--- src/rtl/bloco_operativo_horner.sv ---
// Horner-rule polynomial evaluator: H <= H*X + coef, coefficients streamed highest order first.
// Define SATURATION_EN to clamp overflowing step values to 2^W-1 instead of wrapping.
module bloco_operativo_horner #(
  parameter int W    = 16,
  parameter int KW   = 8,
  parameter int GRAU = 2
) (
  input  logic          clk,
  input  logic          rst,
  input  logic          inicio,
  input  logic [KW-1:0] K,
  input  logic [W-1:0]  coef,
  input  logic          coef_valido,
  output logic          coef_pronto,
  input  logic          cancela,
  output logic [W-1:0]  resultado,
  output logic          pronto,
  output logic          ocupado,
  output logic          overflow
);

  localparam int NW = (GRAU > 0) ? $clog2(GRAU + 1) : 1;
  localparam logic [NW-1:0] N_ULT = NW'(GRAU);

  typedef enum logic {OCIOSO, CARGA} estado_t;

  estado_t       estado;
  logic [W-1:0]  X, H, S;
  logic [NW-1:0] n;

  logic [2*W-1:0] prod;
  logic [2*W:0]   v;
  logic           stepOvf;
  logic [W-1:0]   stepVal;
  logic           hs;

  // Full-precision step so the overflow test sees every carried-out bit.
  always_comb begin
    prod    = H * X;
    v       = {1'b0, prod} + {{(W + 1){1'b0}}, coef};
    stepOvf = |v[2*W:W];
`ifdef SATURATION_EN
    stepVal = stepOvf ? {W{1'b1}} : v[W-1:0];
`else
    stepVal = v[W-1:0];
`endif
  end

  assign coef_pronto = (estado == CARGA);
  assign ocupado     = (estado == CARGA);
  assign hs          = coef_valido & coef_pronto;
  assign resultado   = S;

  always_ff @(posedge clk or posedge rst) begin
    if (rst) begin
      estado   <= OCIOSO;
      X        <= '0;
      H        <= '0;
      S        <= '0;
      n        <= '0;
      pronto   <= 1'b0;
      overflow <= 1'b0;
    end else begin
      pronto <= 1'b0;
      case (estado)
        OCIOSO: begin
          if (inicio) begin
            X        <= W'(K);
            H        <= '0;
            n        <= '0;
            overflow <= 1'b0;
            estado   <= CARGA;
          end
        end
        CARGA: begin
          // Abort wins over a coefficient arriving in the same cycle.
          if (cancela) begin
            overflow <= 1'b0;
            estado   <= OCIOSO;
          end else if (hs) begin
            overflow <= overflow | stepOvf;
            if (n == N_ULT) begin
              S      <= stepVal;
              pronto <= 1'b1;
              estado <= OCIOSO;
            end else begin
              H <= stepVal;
              n <= n + NW'(1);
            end
          end
        end
        default: estado <= OCIOSO;
      endcase
    end
  end

endmodule

--- config.mk ---
export PLATFORM = sky130hd
export DESIGN_NAME = bloco_operativo_horner
export DESIGN_NICKNAME = d
export VERILOG_FILES = /design/src/rtl/bloco_operativo_horner.sv
export SDC_FILE = /design/constraint.sdc
export NUM_CORES = 1
export LEC_CHECK = 0
export CORE_MARGIN = 1
export CORE_UTILIZATION = 40
export CTS_CLUSTER_SIZE = 30
export DETAILED_ROUTE_END_ITERATION = 16
export DONT_BUFFER_PORTS = 1
export GPL_TIMING_DRIVEN = 0
export PLACE_DENSITY = 0.56
export SYNTH_ARGS = -nofsm -noshare
export SYNTH_HDL_FRONTEND = slang
export SYNTH_SLANG_ARGS = --single-unit
--- constraint.sdc ---
create_clock -name clk -period 4.8 [get_ports clk]
set_input_delay 0.48 -clock clk [delete_from_list [all_inputs] [get_ports clk]]
set_output_delay 0.48 -clock clk [all_outputs]
set_load 0.03 [all_outputs]
==> results.md, run 1 <==
- Final hold vios: 0
- Worst Path Arrival: 5.23 ns
- Worst Hold Class: in -> async
- Period utilization: 1.056
- CP Cell Sequence: buf_4, and2_1, fa_1, fa_1, fa_1, fa_1, ha_2, a211oi_2, o2111ai_2, nand3_2, o21bai_4, or2_4, a2111oi_4, nand4_1, a22o_1
- Reg-to-Reg Start: X[3]$_DFFE_PP0P_
- CTS buffer count: 5
- Die W: 127.9 µm
- Seq/Total Area, Yosys: 0.1777
- Critical Path Most Common Cell: fa_1
- # rows: 45
- Synthesized area: 0.006336 mm²
- Die area: 0.01635 mm²
- DP HPWL: 13260 µm
- Post-synthesis cell type count: 50
- Slew HR: 0.3837
- Htree depth: 2
- Total GRT Usage: 0.2215
- Clock buffer depth: 2
- DR vias: 4860
- Critical Path RT: 4.97 ns
- Unrepaired setup endpoints after global routing: yes
- Yosys warns: 0
- Storage cell area: 0.001147 mm²
- Worst hold slack: 0.2847 ns
- Footprint of the multi-input gates: 0.004807 mm²
- Critical Path End Type: flip-flop
- Antenna-violating nets left: 0
- Most frequent cells in the layout: inv_1 (119), nand2_1 (102), fa_1 (96)
- Antenna Cells: 0
- Fillcell total: 1484
- CTS tree: done
- Final global-route overflow total: 0
- Syn_area_per_cell: 9.130 µm²
- Die Ht: 127.9 µm
- Slowest cell on the critical path: fa_1
- Crit-path max cell delay: 0.57 ns
- DRC: 0
- Maximum clock rate: 197.4 MHz
- Flops & latches, synth: 45
- Synth Net Count: 872
- Predominant post-synthesis flop cell: dfrtp_1
- Final Routed Wirelength: 16790 µm
- First-pass GRT wire length: 27810 µm
- Area growth, synth to finish: 14.24%
- Initial antenna violation count: 0
- Endpoints failing setup: 1
- R2r setup slk: -0.27 ns
- Post-layout nets: 894
- Crit path kind: reg -> reg
- Number of flops mapped to enable cells by yosys: 0
- Max-slew violations: 0
- Worst-Margin Slew: 0.9232 ns
- Share of cells above drive strength 1: 0.1646
- Critical Path Fanout Max: 7
- Startpoint class of the critical path: flip-flop
- FF-to-FF End: overflow$_DFFE_PP0P_
- Vias in the first global route: 5314
- Reg2reg path depth: 15
- Mapped Cells: 694
- Root buf cell: clkbuf_16
- IO Pins: 49
- Clk pin slew, worst setup/hold paths: 0.06 ns
- Outcome: complete, but fails checks
- Tmin final: 5.067 ns
- Commonest non-fill, non-tap cell in the layout: inv_1
- DR iter-0 viols: 242
- Setup slack after layout: -0.2670 ns
- Core box area: 0.01531 mm²
- Cell Count Post-Placement: 905
- Max-cap violations: 0
- Async SR Flop Fraction: 1.000
- Vias per cell: 5.237
- Largest net degree at the start of global routing: 46
- Clock Sink Count: 45
- Worst setup path start: X[3]$_DFFE_PP0P_
- Clk Latency, worst-skew pair: 0.28 ns
- Pre-antenna DRT Iters: 5
- WL/cell: 18.09 µm
- Setup crit end: overflow$_DFFE_PP0P_
- Non-filler cells, final: 928
- Failing checks: setup timing
- Clk_skew: 0.008033 ns
- Placer Congestion: 0.8537
- Initial Util: 0.4137
- Dpl ws: -1.037 ns
- Hold_buf cts: 0
- PortBufs: 0
==> cell usage after synthesis (2+ instances only) <==
master | number | share of area
a21oi_2 | 2 | 0.0028
fa_1 | 100 | 0.32
a31oi_1 | 3 | 0.0030
buf_4 | 3 | 0.0036
o21ai_0 | 27 | 0.021
a221oi_1 | 2 | 0.0028
buf_1 | 2 | 0.0012
nand2_1 | 104 | 0.062
and2_1 | 61 | 0.060
inv_1 | 124 | 0.073
a21oi_1 | 16 | 0.013
mux2_2 | 15 | 0.027
clkbuf_1 | 23 | 0.014
nor3_1 | 7 | 0.0055
ha_1 | 49 | 0.097
o21bai_1 | 5 | 0.0059
xor2_1 | 6 | 0.0083
or3_1 | 3 | 0.0030
a41oi_1 | 2 | 0.0028
xnor2_1 | 7 | 0.0097
nor2_1 | 20 | 0.012
o31a_1 | 3 | 0.0041
nand3_1 | 23 | 0.018
o21a_1 | 3 | 0.0036
nand2b_1 | 4 | 0.0039
a211oi_2 | 3 | 0.0059
dfrtp_1 | 45 | 0.18
a21o_1 | 7 | 0.0083
nand4_1 | 4 | 0.0039
==> sequential cells by signal (all words and copies together), names as in the netlist <==
signal	flops
coef_pronto	1
n	2
overflow	1
resultado	16
pronto	1
H	16
X	8
==> cell families after synthesis <==
family,after synthesis,share of synthesized area
compound gates,86,0.09459
xor+xnor,13,0.01797
fa+ha+maj,149,0.4127
buf+inv,152,0.09182
flops,45,0.1777
mux,15,0.02666
simple gates,234,0.1785
==> worst min-delay path by stage <==
stage          cells past startpoint  slack [ns]        startpoint                        end
2_1_floorplan                      1        0.46  n[0]$_DFFE_PP0P_           n[0]$_DFFE_PP0P_
3_3_place_gp                       1        0.49  n[0]$_DFFE_PP0P_           n[0]$_DFFE_PP0P_
3_5_place_dp                       1        0.49  n[0]$_DFFE_PP0P_           n[0]$_DFFE_PP0P_
4_1_cts                            1        0.31               rst   resultado[1]$_DFFE_PP0P_
5_1_grt                            1        0.34              K[2]           X[2]$_DFFE_PP0P_
6_report                           1        0.28               rst  resultado[11]$_DFFE_PP0P_
==> routing by layer <==
metal	wire, µm	global-route usage	part of all wire	up-vias
met5	0	0	0	-
met3	904	0.03631	0.054	12
li1	-	-	-	2224
met4	221	0.03945	0.013	0
met1	7335	0.2975	0.44	2516
met2	8324	0.3798	0.50	108
==> critical path, delay by kind of cell, from the launching register on <==
kind            cells  cell delay [ns]
compound gates      5             1.15
simple gates        4             0.80
buf+inv             1             0.19
flops               1             0.45
fa+ha+maj           5             2.34
==> timing repair <==
item | 4_1_cts | 5_1_grt
pin swaps | 24 | 17
gates resized for setup | 58 | 23
endpoints found under the setup margin | 13 | 5
buffers inserted | 21 | 3
==> area by class of cell <==
cell class                 instances  area share
buffer                            19     0.02558
clock buffer                       6     0.01919
clock inverter                     2    0.005186
inverter                         124     0.06430
multi-input combinational        497      0.6641
sequential                        45      0.1585
tap                              211     0.03647
timing repair buffer              24     0.02662
==> metrics by stage <==
stage | setup TNS, ns | util | instance area [µm²]
after CTS | -0.3429 | 0.4667 | 7147
after detailed placement | -3.871 | 0.4311 | 6603
after global placement | -3.121 | 0.4311 | 6603
final | -0.2670 | 0.4726 | 7238
after floorplan | 0 | - | 6339
after global routing | -0.4612 | 0.4726 | 7238
Power of run 1 is left out: the tool's default activity adds up to more than one toggle a clock period on the data nets, which glitch-free logic cannot reach.
==> inputs of run 2 (changes only) <==
--- a/config.mk
+++ b/config.mk
@@ -15,3 +15,4 @@
 export SYNTH_ARGS = -nofsm -noshare
 export SYNTH_HDL_FRONTEND = slang
 export SYNTH_SLANG_ARGS = --single-unit
+export TNS_END_PERCENT = 50
==> constraint.sdc (replaced) <==
create_clock -name clk -period 4.8 [get_ports clk]
set_input_delay 0.48 -clock clk [delete_from_list [all_inputs] [get_ports clk]]
set_output_delay 0.48 -clock clk [all_outputs]
set_load 0.02 [all_outputs]
==> results of run 2 <==
Same layout as run 1: the final DEF is identical, and so are final timing and power.
Power of run 2 is left out for the same reason.
==> inputs of run 3 (changes only) <==
--- a/config.mk
+++ b/config.mk
@@ -6,12 +6,12 @@
 export NUM_CORES = 1
 export LEC_CHECK = 0
 export CORE_MARGIN = 1
-export CORE_UTILIZATION = 40
+export CORE_UTILIZATION = 30
 export CTS_CLUSTER_SIZE = 30
 export DETAILED_ROUTE_END_ITERATION = 16
 export DONT_BUFFER_PORTS = 1
-export GPL_TIMING_DRIVEN = 0
-export PLACE_DENSITY = 0.56
+export MAX_ROUTING_LAYER = met4
+export PLACE_DENSITY = 0.45
 export SYNTH_ARGS = -nofsm -noshare
 export SYNTH_HDL_FRONTEND = slang
 export SYNTH_SLANG_ARGS = --single-unit
==> results.md, run 3 (synthesis gave the netlist of run 1 again) <==
- Outcome: finished, final reports clean
- Post-layout nets: 926 (+3.6%)
- Worst Path Arrival: 5.01 ns (-0.22 ns)
- Core box area: 0.02049 mm² (+34%)
- Final hold vios: 0 (unchanged)
- Most frequent cells in the layout: inv_1 (121), nand2_1 (102), fa_1 (99)
- Final global-route overflow total: 0 (unchanged)
- Clk pin slew, worst setup/hold paths: 0.06 ns (about the same)
- Startpoint class of the critical path: flip-flop
- Pre-antenna DRT Iters: 4 (-1)
- Worst Hold Class: in -> async
- Setup slack after layout: 0.02240 ns (+0.2894 ns)
- Clock buffer depth: 2 (unchanged)
- Max-slew violations: 0 (unchanged)
- DR vias: 4803 (-1.2%)
- DR iter-0 viols: 176 (-27%)
- Area growth, synth to finish: 19.12%
- Max-cap violations: 0 (unchanged)
- Largest net degree at the start of global routing: 46 (unchanged)
- Antenna Cells: 0 (unchanged)
- IO Pins: 49 (unchanged)
- # rows: 52 (+16%)
- CTS buffer count: 5 (unchanged)
- PortBufs: 0 (unchanged)
- Vias per cell: 4.713 (-10%)
- Reg2reg path depth: 19 (+4)
- Clock Sink Count: 45 (unchanged)
- First-pass GRT wire length: 27790 µm (about the same)
- Total GRT Usage: 0.1689 (-0.05255)
- Commonest non-fill, non-tap cell in the layout: inv_1
- Slew HR: 0.2792 (-0.1044)
- Share of cells above drive strength 1: 0.1923 (+0.02768)
- Die Ht: 147.3 µm (+15%)
- Clk_skew: 0.005088 ns (-0.002946 ns)
- CTS tree: done
- Reg-to-Reg Start: X[0]$_DFFE_PP0P_
- WL/cell: 16.41 µm (-9.3%)
- Final Routed Wirelength: 16720 µm (-0.38%)
- Die W: 147.3 µm (+15%)
- DRC: 0 (unchanged)
- Dpl ws: -0.2001 ns (+0.8367 ns)
- Period utilization: 0.9953 (-0.06028)
- R2r setup slk: 0.02 ns (+0.29 ns)
- Placer Congestion: 0.8541 (about the same)
- Unrepaired setup endpoints after global routing: yes
- Clk Latency, worst-skew pair: 0.29 ns (about the same)
- FF-to-FF End: overflow$_DFFE_PP0P_
- Tmin final: 4.778 ns (-0.2894 ns)
- Critical Path End Type: flip-flop
- Htree depth: 2 (unchanged)
- Crit path kind: reg -> reg
- Maximum clock rate: 209.3 MHz (+6.1%)
- Antenna-violating nets left: 0 (unchanged)
- Initial antenna violation count: 0 (unchanged)
- DP HPWL: 13920 µm (+5.0%)
- Critical Path Fanout Max: 9 (+2)
- Root buf cell: clkbuf_16
- Vias in the first global route: 5357 (+0.81%)
- Critical Path RT: 5.03 ns (+0.06 ns)
- Die area: 0.02171 mm² (+33%)
- Worst-Margin Slew: 1.081 ns (+0.1580 ns)
- Initial Util: 0.3092 (-0.1046)
- Endpoints failing setup: 0 (-1)
==> run 3: cell count changes in the layout (fill, tap and decap cells not counted), sizes merged <==
cell    delta
buf       +46
clkbuf    -14
==> run 3: critical path, stage by stage, from the launching register on <==
cell and delay, ns:
dfrtp_2 0.42, buf_12 0.14, nand2_1 0.07, fa_1 0.51
inv_1 0.05, fa_1 0.48, fa_1 0.55, inv_1 0.05
fa_1 0.44, inv_1 0.07, ha_1 0.31, nor3_1 0.10
a211oi_2 0.32, nand3_2 0.16, buf_4 0.17, o21a_1 0.19
nor2_2 0.13, mux2_2 0.34, nand4_1 0.09, a22o_1 0.12
==> run 3: cell type report <==
cell class / instances / area (µm²)
Sequential cell: 45 / 1144
Clock inverter: 2 / 37.54
Clock buffer: 6 / 138.9
Timing Repair Buffer: 75 / 649.4
Tap cell: 270 / 337.8
Fill cell: 2100 / 12950
Inverter: 124 / 465.4
Multi-Input combinational cell: 497 / 4775
==> run 3: per-layer routing <==
layer | wire length, µm | track usage
met5 | 0 | -
met4 | 131 | 0.02784
met3 | 569 | 0.02298
met2 | 8947 | 0.3087
met1 | 7073 | 0.1987
==> run 3: timing repair <==
item / CTS / global route
hold buffers: 0 / 0
cloned: 0 / 0
setup buffers: 10 / 2
resized for setup: 30 / 13
endpoints found under the hold margin: 0 / 0
pin swaps: 17 / 11
endpoints found under the setup margin: 1 / 3
==> run 3: worst max path at each step <==
| stage | start | endpoint | cells after the start |
|---|---|---|---|
| detailed placement | H[6]$_DFFE_PP0P_ | overflow$_DFFE_PP0P_ | 17 |
| finish | X[0]$_DFFE_PP0P_ | overflow$_DFFE_PP0P_ | 19 |
| global placement | H[6]$_DFFE_PP0P_ | overflow$_DFFE_PP0P_ | 17 |
| global route | H[3]$_DFFE_PP0P_ | overflow$_DFFE_PP0P_ | 19 |
| floorplan | X[0]$_DFFE_PP0P_ | overflow$_DFFE_PP0P_ | 18 |
| CTS | H[3]$_DFFE_PP0P_ | overflow$_DFFE_PP0P_ | 16 |
==> run 3: per-stage QoR <==
step	util	instances	instance area (µm²)	setup TNS (ns)	hold WS, ns
6_report	0.3683	1019	7547	0	0.3064
5_1_grt	0.3683	1019	7547	-0.2436	0.3254
4_1_cts	0.3645	1017	7471	0	0.3259
3_5_place_dp	0.3471	1000	7113	-0.2001	0.4814
3_3_place_gp	0.3471	1000	7113	-0.1091	0.4796
2_1_floorplan	-	694	6339	0	0.4609
Power of run 3 is left out for the same reason.
